**src/rtl/uart_frame_decoder.sv**
```systemverilog
// -----------------------------------------------------------------------------
// uart_frame_decoder
//
// Pops bytes from a UART RX FIFO and assembles fixed-format command frames:
//   SOF, CMD, ADDR, DATA_BYTES payload bytes (little-endian), CHK
// CHK is the XOR of CMD, ADDR and every payload byte. Good frames are offered
// on a valid/ready command bus. Bad frames (checksum mismatch, inter-byte
// timeout, receiver framing error) are dropped.
//
// Ports:
//   clk_i          system clock
//   rst_ni         asynchronous active-low reset
//   rx_empty_i     RX FIFO empty flag
//   rx_re_o        RX FIFO read enable, single-cycle pulse
//   rx_data_i      RX FIFO read data, valid the cycle after rx_re_o
//   frame_error_i  receiver framing-error pulse, aborts a frame in progress
//   cmd_valid_o    decoded command available
//   cmd_ready_i    downstream accepts the command
//   cmd_o          command byte
//   addr_o         address byte
//   data_o         payload, first received byte in bits [7:0]
//   chk_err_o      one-cycle pulse on checksum mismatch
//   timeout_err_o  one-cycle pulse on inter-byte timeout
//   busy_o         high whenever a frame is being assembled or presented
// -----------------------------------------------------------------------------
module uart_frame_decoder #(
   parameter int unsigned DATA_BYTES     = 2,
   parameter logic [7:0]  SOF_BYTE       = 8'hA5,
   parameter int unsigned TIMEOUT_CYCLES = 50000
) (
   input  logic                    clk_i,
   input  logic                    rst_ni,
   input  logic                    rx_empty_i,
   output logic                    rx_re_o,
   input  logic [7:0]              rx_data_i,
   input  logic                    frame_error_i,
   output logic                    cmd_valid_o,
   input  logic                    cmd_ready_i,
   output logic [7:0]              cmd_o,
   output logic [7:0]              addr_o,
   output logic [8*DATA_BYTES-1:0] data_o,
   output logic                    chk_err_o,
   output logic                    timeout_err_o,
   output logic                    busy_o
);

   localparam int unsigned     IDX_W    = (DATA_BYTES > 1) ? $clog2(DATA_BYTES) : 1;
   localparam logic [IDX_W-1:0] IDX_LAST = IDX_W'(DATA_BYTES - 1);
   localparam logic [31:0]     TO_LAST  = 32'(TIMEOUT_CYCLES - 1);
   localparam bit              TO_EN    = (TIMEOUT_CYCLES != 0);

   typedef enum logic [2:0] {HUNT, CMD, ADDR, DATA, CHK, OUT} state_e;

   state_e                  state_q, state_d;
   logic                    pop_pending_q;
   logic                    drop_q;        // byte of an aborted frame still in flight
   logic [31:0]             to_cnt_q;
   logic [IDX_W-1:0]        idx_q;
   logic [7:0]              chk_acc_q;
   logic [7:0]              cmd_q;
   logic [7:0]              addr_q;
   logic [8*DATA_BYTES-1:0] data_q;
   logic                    chk_err_d;
   logic                    to_err_d;

   logic in_frame;
   logic byte_cycle;
   logic abort;
   logic to_hit;

   assign in_frame   = (state_q == CMD) || (state_q == ADDR) ||
                       (state_q == DATA) || (state_q == CHK);
   assign byte_cycle = pop_pending_q;
   assign abort      = in_frame && frame_error_i;
   // A byte arriving on the terminal count wins over the timeout.
   assign to_hit     = TO_EN && in_frame && !byte_cycle && (to_cnt_q == TO_LAST);

   // Gated by rst_ni so the FIFO is never popped while the block is held in
   // reset, even though the state register already reads HUNT.
   assign rx_re_o     = rst_ni && (state_q != OUT) && !rx_empty_i && !pop_pending_q;
   assign cmd_valid_o = (state_q == OUT);
   assign busy_o      = (state_q != HUNT);

   // NOTE: every signal written here gets a default first, so no path through
   // the case statement can leave one unassigned and infer a latch.
   always_comb begin
      state_d   = state_q;
      chk_err_d = 1'b0;
      to_err_d  = 1'b0;
      case (state_q)
         HUNT: if (byte_cycle && !drop_q && rx_data_i == SOF_BYTE) state_d = CMD;
         CMD:  if (byte_cycle) state_d = ADDR;
         ADDR: if (byte_cycle) state_d = DATA;
         DATA: if (byte_cycle && idx_q == IDX_LAST) state_d = CHK;
         CHK: begin
            if (byte_cycle) begin
               if (rx_data_i == chk_acc_q) begin
                  state_d = OUT;
               end else begin
                  state_d   = HUNT;
                  chk_err_d = 1'b1;
               end
            end
         end
         OUT:     if (cmd_ready_i) state_d = HUNT;
         default: state_d = HUNT;
      endcase
      // Aborts are silent: the receiver has already flagged the error.
      if (abort) begin
         state_d   = HUNT;
         chk_err_d = 1'b0;
      end else if (to_hit) begin
         state_d  = HUNT;
         to_err_d = 1'b1;
      end
   end

   // NOTE: sequential state uses non-blocking assignments only, so every
   // register samples the pre-edge values of the others.
   always_ff @(posedge clk_i or negedge rst_ni) begin
      if (!rst_ni) state_q <= HUNT;
      else         state_q <= state_d;
   end

   always_ff @(posedge clk_i or negedge rst_ni) begin
      if (!rst_ni) begin
         pop_pending_q <= 1'b0;
         drop_q        <= 1'b0;
         to_cnt_q      <= '0;
         idx_q         <= '0;
         chk_acc_q     <= '0;
         cmd_q         <= '0;
         addr_q        <= '0;
         data_q        <= '0;
         cmd_o         <= '0;
         addr_o        <= '0;
         data_o        <= '0;
         chk_err_o     <= 1'b0;
         timeout_err_o <= 1'b0;
      end else begin
         pop_pending_q <= rx_re_o;
         chk_err_o     <= chk_err_d;
         timeout_err_o <= to_err_d;

         // A pop issued in the abort cycle returns its byte in HUNT; mark it
         // so it cannot be mistaken for the start of a new frame.
         if (byte_cycle)            drop_q <= 1'b0;
         else if (abort && rx_re_o) drop_q <= 1'b1;

         // Entering CMD is always a byte cycle, so this also clears on entry.
         if (in_frame && !byte_cycle) to_cnt_q <= to_cnt_q + 32'd1;
         else                         to_cnt_q <= '0;

         // Fields assemble in shadow registers so the bus outputs keep the
         // last good command until the next frame passes its checksum.
         if (byte_cycle && !abort) begin
            case (state_q)
               CMD: begin
                  cmd_q     <= rx_data_i;
                  chk_acc_q <= rx_data_i;
               end
               ADDR: begin
                  addr_q    <= rx_data_i;
                  chk_acc_q <= chk_acc_q ^ rx_data_i;
                  idx_q     <= '0;
               end
               DATA: begin
                  data_q[8*idx_q +: 8] <= rx_data_i;
                  chk_acc_q            <= chk_acc_q ^ rx_data_i;
                  idx_q                <= idx_q + 1'b1;
               end
               default: ;
            endcase
         end

         if (state_q == CHK && state_d == OUT) begin
            cmd_o  <= cmd_q;
            addr_o <= addr_q;
            data_o <= data_q;
         end
      end
   end

endmodule

```
**config.mk**
```make
export PLATFORM = sky130hd
export DESIGN_NAME = uart_frame_decoder
export DESIGN_NICKNAME = d
export VERILOG_FILES = /design/src/rtl/uart_frame_decoder.sv
export SDC_FILE = /design/constraint.sdc
export NUM_CORES = 1
export LEC_CHECK = 0
export CAP_MARGIN = 0
export CORE_MARGIN = 2
export CORE_UTILIZATION = 55
export CTS_BUF_LIST = sky130_fd_sc_hd__clkbuf_4
export DETAILED_ROUTE_END_ITERATION = 7
export GPL_TIMING_DRIVEN = 0
export PLACE_DENSITY = 0.75
export SYNTH_ARGS = -nofsm -noshare
export SYNTH_HDL_FRONTEND = slang
export SYNTH_SLANG_ARGS = --single-unit
```
**constraint.sdc**
```tcl
create_clock -name clk_i -period 2.62 [get_ports clk_i]
set_input_delay 0.524 -clock clk_i [delete_from_list [all_inputs] [get_ports clk_i]]
set_output_delay 0.524 -clock clk_i [all_outputs]
set_load 0.02 [all_outputs]
```
==> impl_metrics.py <==
metrics = {
    "global_routing": {
        "antenna_found_initial": 0,
        "grt.total_usage": 0.204,
        "overflow": 0,
        "grt_pass1_vias": 3339,
        "grt_max_degree": 64,
        "grt_pass1_wl_mm": 16.2,
    },
    "synth": {
        "ys_ff_latch": 112,
        "synth.top_cell.area_share": 0.547,
        "yosysSeqAreaShare": 0.547,
        "syn_inst": 428,
        "synth_edf_count": 0,
        "syn_area_um2": 5120,
        "yosys.area.top_type": "dfrtp_1",
        "synthTopCellsByArea": "dfrtp_1 (55%), mux2_4 (8.8%), mux2_2 (7.5%)",
        "yosys_warnings": 0,
        "ys.flop_type": "dfrtp_1",
        "synth_area_per_cell_um2": 12.0,
        "syn_nets": 442,
        "synth.distinct_cells": 38,
        "synthArstFlopShare": 1.00,
    },
    "critical_path": {
        "crit_fanout": 10,
        "r2r_end": "cmd_q[7]",
        "cp_slowest_cell": "clkbuf_1",
        "critPathMaxStageDelay_ns": 0.39,
        "crit_chain": "clkbuf_1, nand2b_1, or3_1, clkbuf_1, nor2_4, buf_2, mux2_2",
        "required_ns": 2.99,
        "cp.depth": 7,
        "crit_buf_inv": 3,
        "cpMostUsedCell": "clkbuf_1",
        "worstSetupPathType": "reg2reg",
        "setup.worst_path.start": "byte_cycle",
        "reg2reg_slack_ns": 0.12,
        "crit_end": "cmd_q[7]",
        "r2r_start": "byte_cycle",
        "crit_family": "buffers and inverters",
        "r2r_cells": 7,
        "end_kind": "flip-flop",
        "start_kind": "flip-flop",
        "cp.arrival_ns": 2.87,
    },
    "run": {
        "max-cap-violations": 0,
    },
    "timing": {
        "fin_skew_ns": 0.0275,
        "min_period_ns": 2.50,
        "setup_viol": 0,
        "period_share": 0.955,
        "grt_setup_unrepaired": "yes",
        "maxSlewViolCount": 0,
        "worst_slack_ns": 0.117,
        "hold_viol": 0,
        "fmax_mhz": 400,
        "relSlewSlack": 0.558,
        "fin_hold_ws_ns": 0.0554,
        "tightest_slew_ns": 0.663,
    },
    "clock_tree": {
        "cts.sinks": 112,
        "path_clk_slew_ns": 0.18,
        "cts_tree": "yes",
        "insertion_delay_ns": 0.48,
        "root_buffer": "clkbuf_4",
        "post_cts_buffers": 0,
        "htreeDepth": 3,
        "cts.path.max_buffers": 2,
        "numCtsBuffers": 9,
    },
    "routing": {
        "ant_nets": 0,
        "wl_met3_um": 219,
        "routed.top_layer": "met4",
        "wl_met2_mm": 4.96,
        "vias": 3392,
        "drc_errors": 0,
        "dr.pass1.iters": 4,
        "via_per_inst": 5.68,
        "wl_per_cell_um": 16.3,
        "drt_first_iter_violations": 111,
        "wl_mm": 9.71,
        "met1_length_mm": 4.36,
    },
    "finish": {
        "diodes": 0,
        "final_cells": 597,
        "final_common_cell": "dfrtp_1",
        "syn_to_final_growth_pct": 14.6,
        "final_cell_mix": "dfrtp_1 (112), clkdlybuf4s50_1 (39), nor2_1 (38)",
        "drive_gt1_frac": 0.200,
        "nets": 495,
        "final_cell_area_um2": 5870,
    },
    "power_and_ir_drop": {
        "pwr_density_cell_nw_per_um2": 618,
        "max-vdd-ir-drop_uv": 318,
        "power_leakage_uw": 0.00269,
    },
    "place": {
        "placedCellCount": 581,
        "gp_congestion": 0.826,
        "numPortBuffers": 41,
        "placedInstanceArea_um2": 5690,
        "pre_cts_ws_ns": -0.414,
        "dpl.hpwl_mm": 6.77,
    },
    "status": {
        "status": "finished, final reports clean",
    },
    "die": {
        "die_x_um": 100,
        "initial_utilization": 0.559,
        "rows": 35,
        "die_h_um": 100,
        "die-area_um2": 10100,
        "io-pin-count": 50,
        "core_area_um2": 9150,
    },
    "hold_path": {
        "min_path_type": "in2async",
    },
}
[area by class of cell]
class                           instances  area, um2
Fill cell                             704       3280
Sequential cell                       112       2800
Multi-Input combinational cell        282       2190
Timing Repair Buffer                   42        434
Tap cell                              111        139
Buffer                                 23        115
Clock inverter                          7       77.6
Clock buffer                            9       67.6
Inverter                               11       41.3
[kinds of logic (layout without fill, tap and decap cells)]
kind of cell    count (synthesis)  after routing  synth area share
compound gates                 34             34            0.0469
flops                         112            112             0.547
mux                            64             64             0.163
fa+ha+maj                       1              1           0.00244
simple gates                  148            148             0.150
buf+inv                        34             92            0.0305
xor+xnor                       35             35            0.0599
[metrics by stage]
step / power [uW] / utilization / setup TNS [ns]
finish: 3620 / 0.641 / 0
floorplan: 2550 / - / 0
global route: 3800 / 0.641 / -0.00419
global placement: 2720 / 0.619 / -368.37
detailed placement: 2760 / 0.622 / -9.05
CTS: 3640 / 0.640 / 0
[worst min-delay path by stage]
stage,from,endpoint,slack [ns],cells after the start
2_1_floorplan,rst_ni,addr_o[0],0.23,0
3_3_place_gp,data_q[2],data_o[2],0.48,1
3_5_place_dp,data_q[9],data_o[9],0.49,1
4_1_cts,rst_ni,data_o[10],0.07,1
5_1_grt,rst_ni,data_o[10],0.09,1
6_report,rst_ni,data_q[0],0.06,1
[worst reg2reg max path: stages (launching register included)]
cell      delay (ns)
dfrtp_1         0.36
clkbuf_1        0.39
nand2b_1        0.18
or3_1           0.33
clkbuf_1        0.22
nor2_4          0.26
buf_2           0.29
mux2_2          0.36
[cell usage after synthesis (3+ instances only)]
master    number
clkbuf_1      15
and4_1         3
or3_1          5
nor4b_1        3
nor3_1        13
nor4_1        13
o21ai_0       13
dfrtp_1      112
or4_1          3
buf_2          3
a21oi_1        5
xor2_1         9
nor3b_1        9
a21o_1         8
mux2_4        30
buf_6          3
nand2b_1       3
inv_1         11
nand2_1       26
mux2_2        34
nand4_1       11
xnor2_1       26
nand3_1       12
nor2_1        40
[metal layers]
layer / up-vias / GRT usage
li1: 1602 / -
met1: 1728 / 0.270
met2: 46 / 0.344
met3: 16 / 0.0298
met4: 0 / 0.0759
met5: - / 0
[state kept, by name (all words and copies together), names as in the netlist, 3 cells and up]
register   flops
addr_o         8
addr_q         8
chk_acc_q      8
cmd_o          8
cmd_q          8
data_o        16
data_q        16
state_q        3
to_cnt_q      32
[power by group]
part / internal [uW] / leakage, uW / switching (uW) / total [uW]
clock network: 301 / 0.0000725 / 589 / 890
registers: 1910 / 0.00155 / 134 / 2040
logic: 314 / 0.00107 / 379 / 694
[timing repair]
| action | in CTS | in global routing |
|---|---|---|
| resized for setup | 4 | 4 |
| hold buffers | 0 | 0 |
| endpoints found under the setup margin | 3 | 47 |
| gates cloned | 0 | 0 |
No activity file was read; power rests on OpenSTA's default activity.
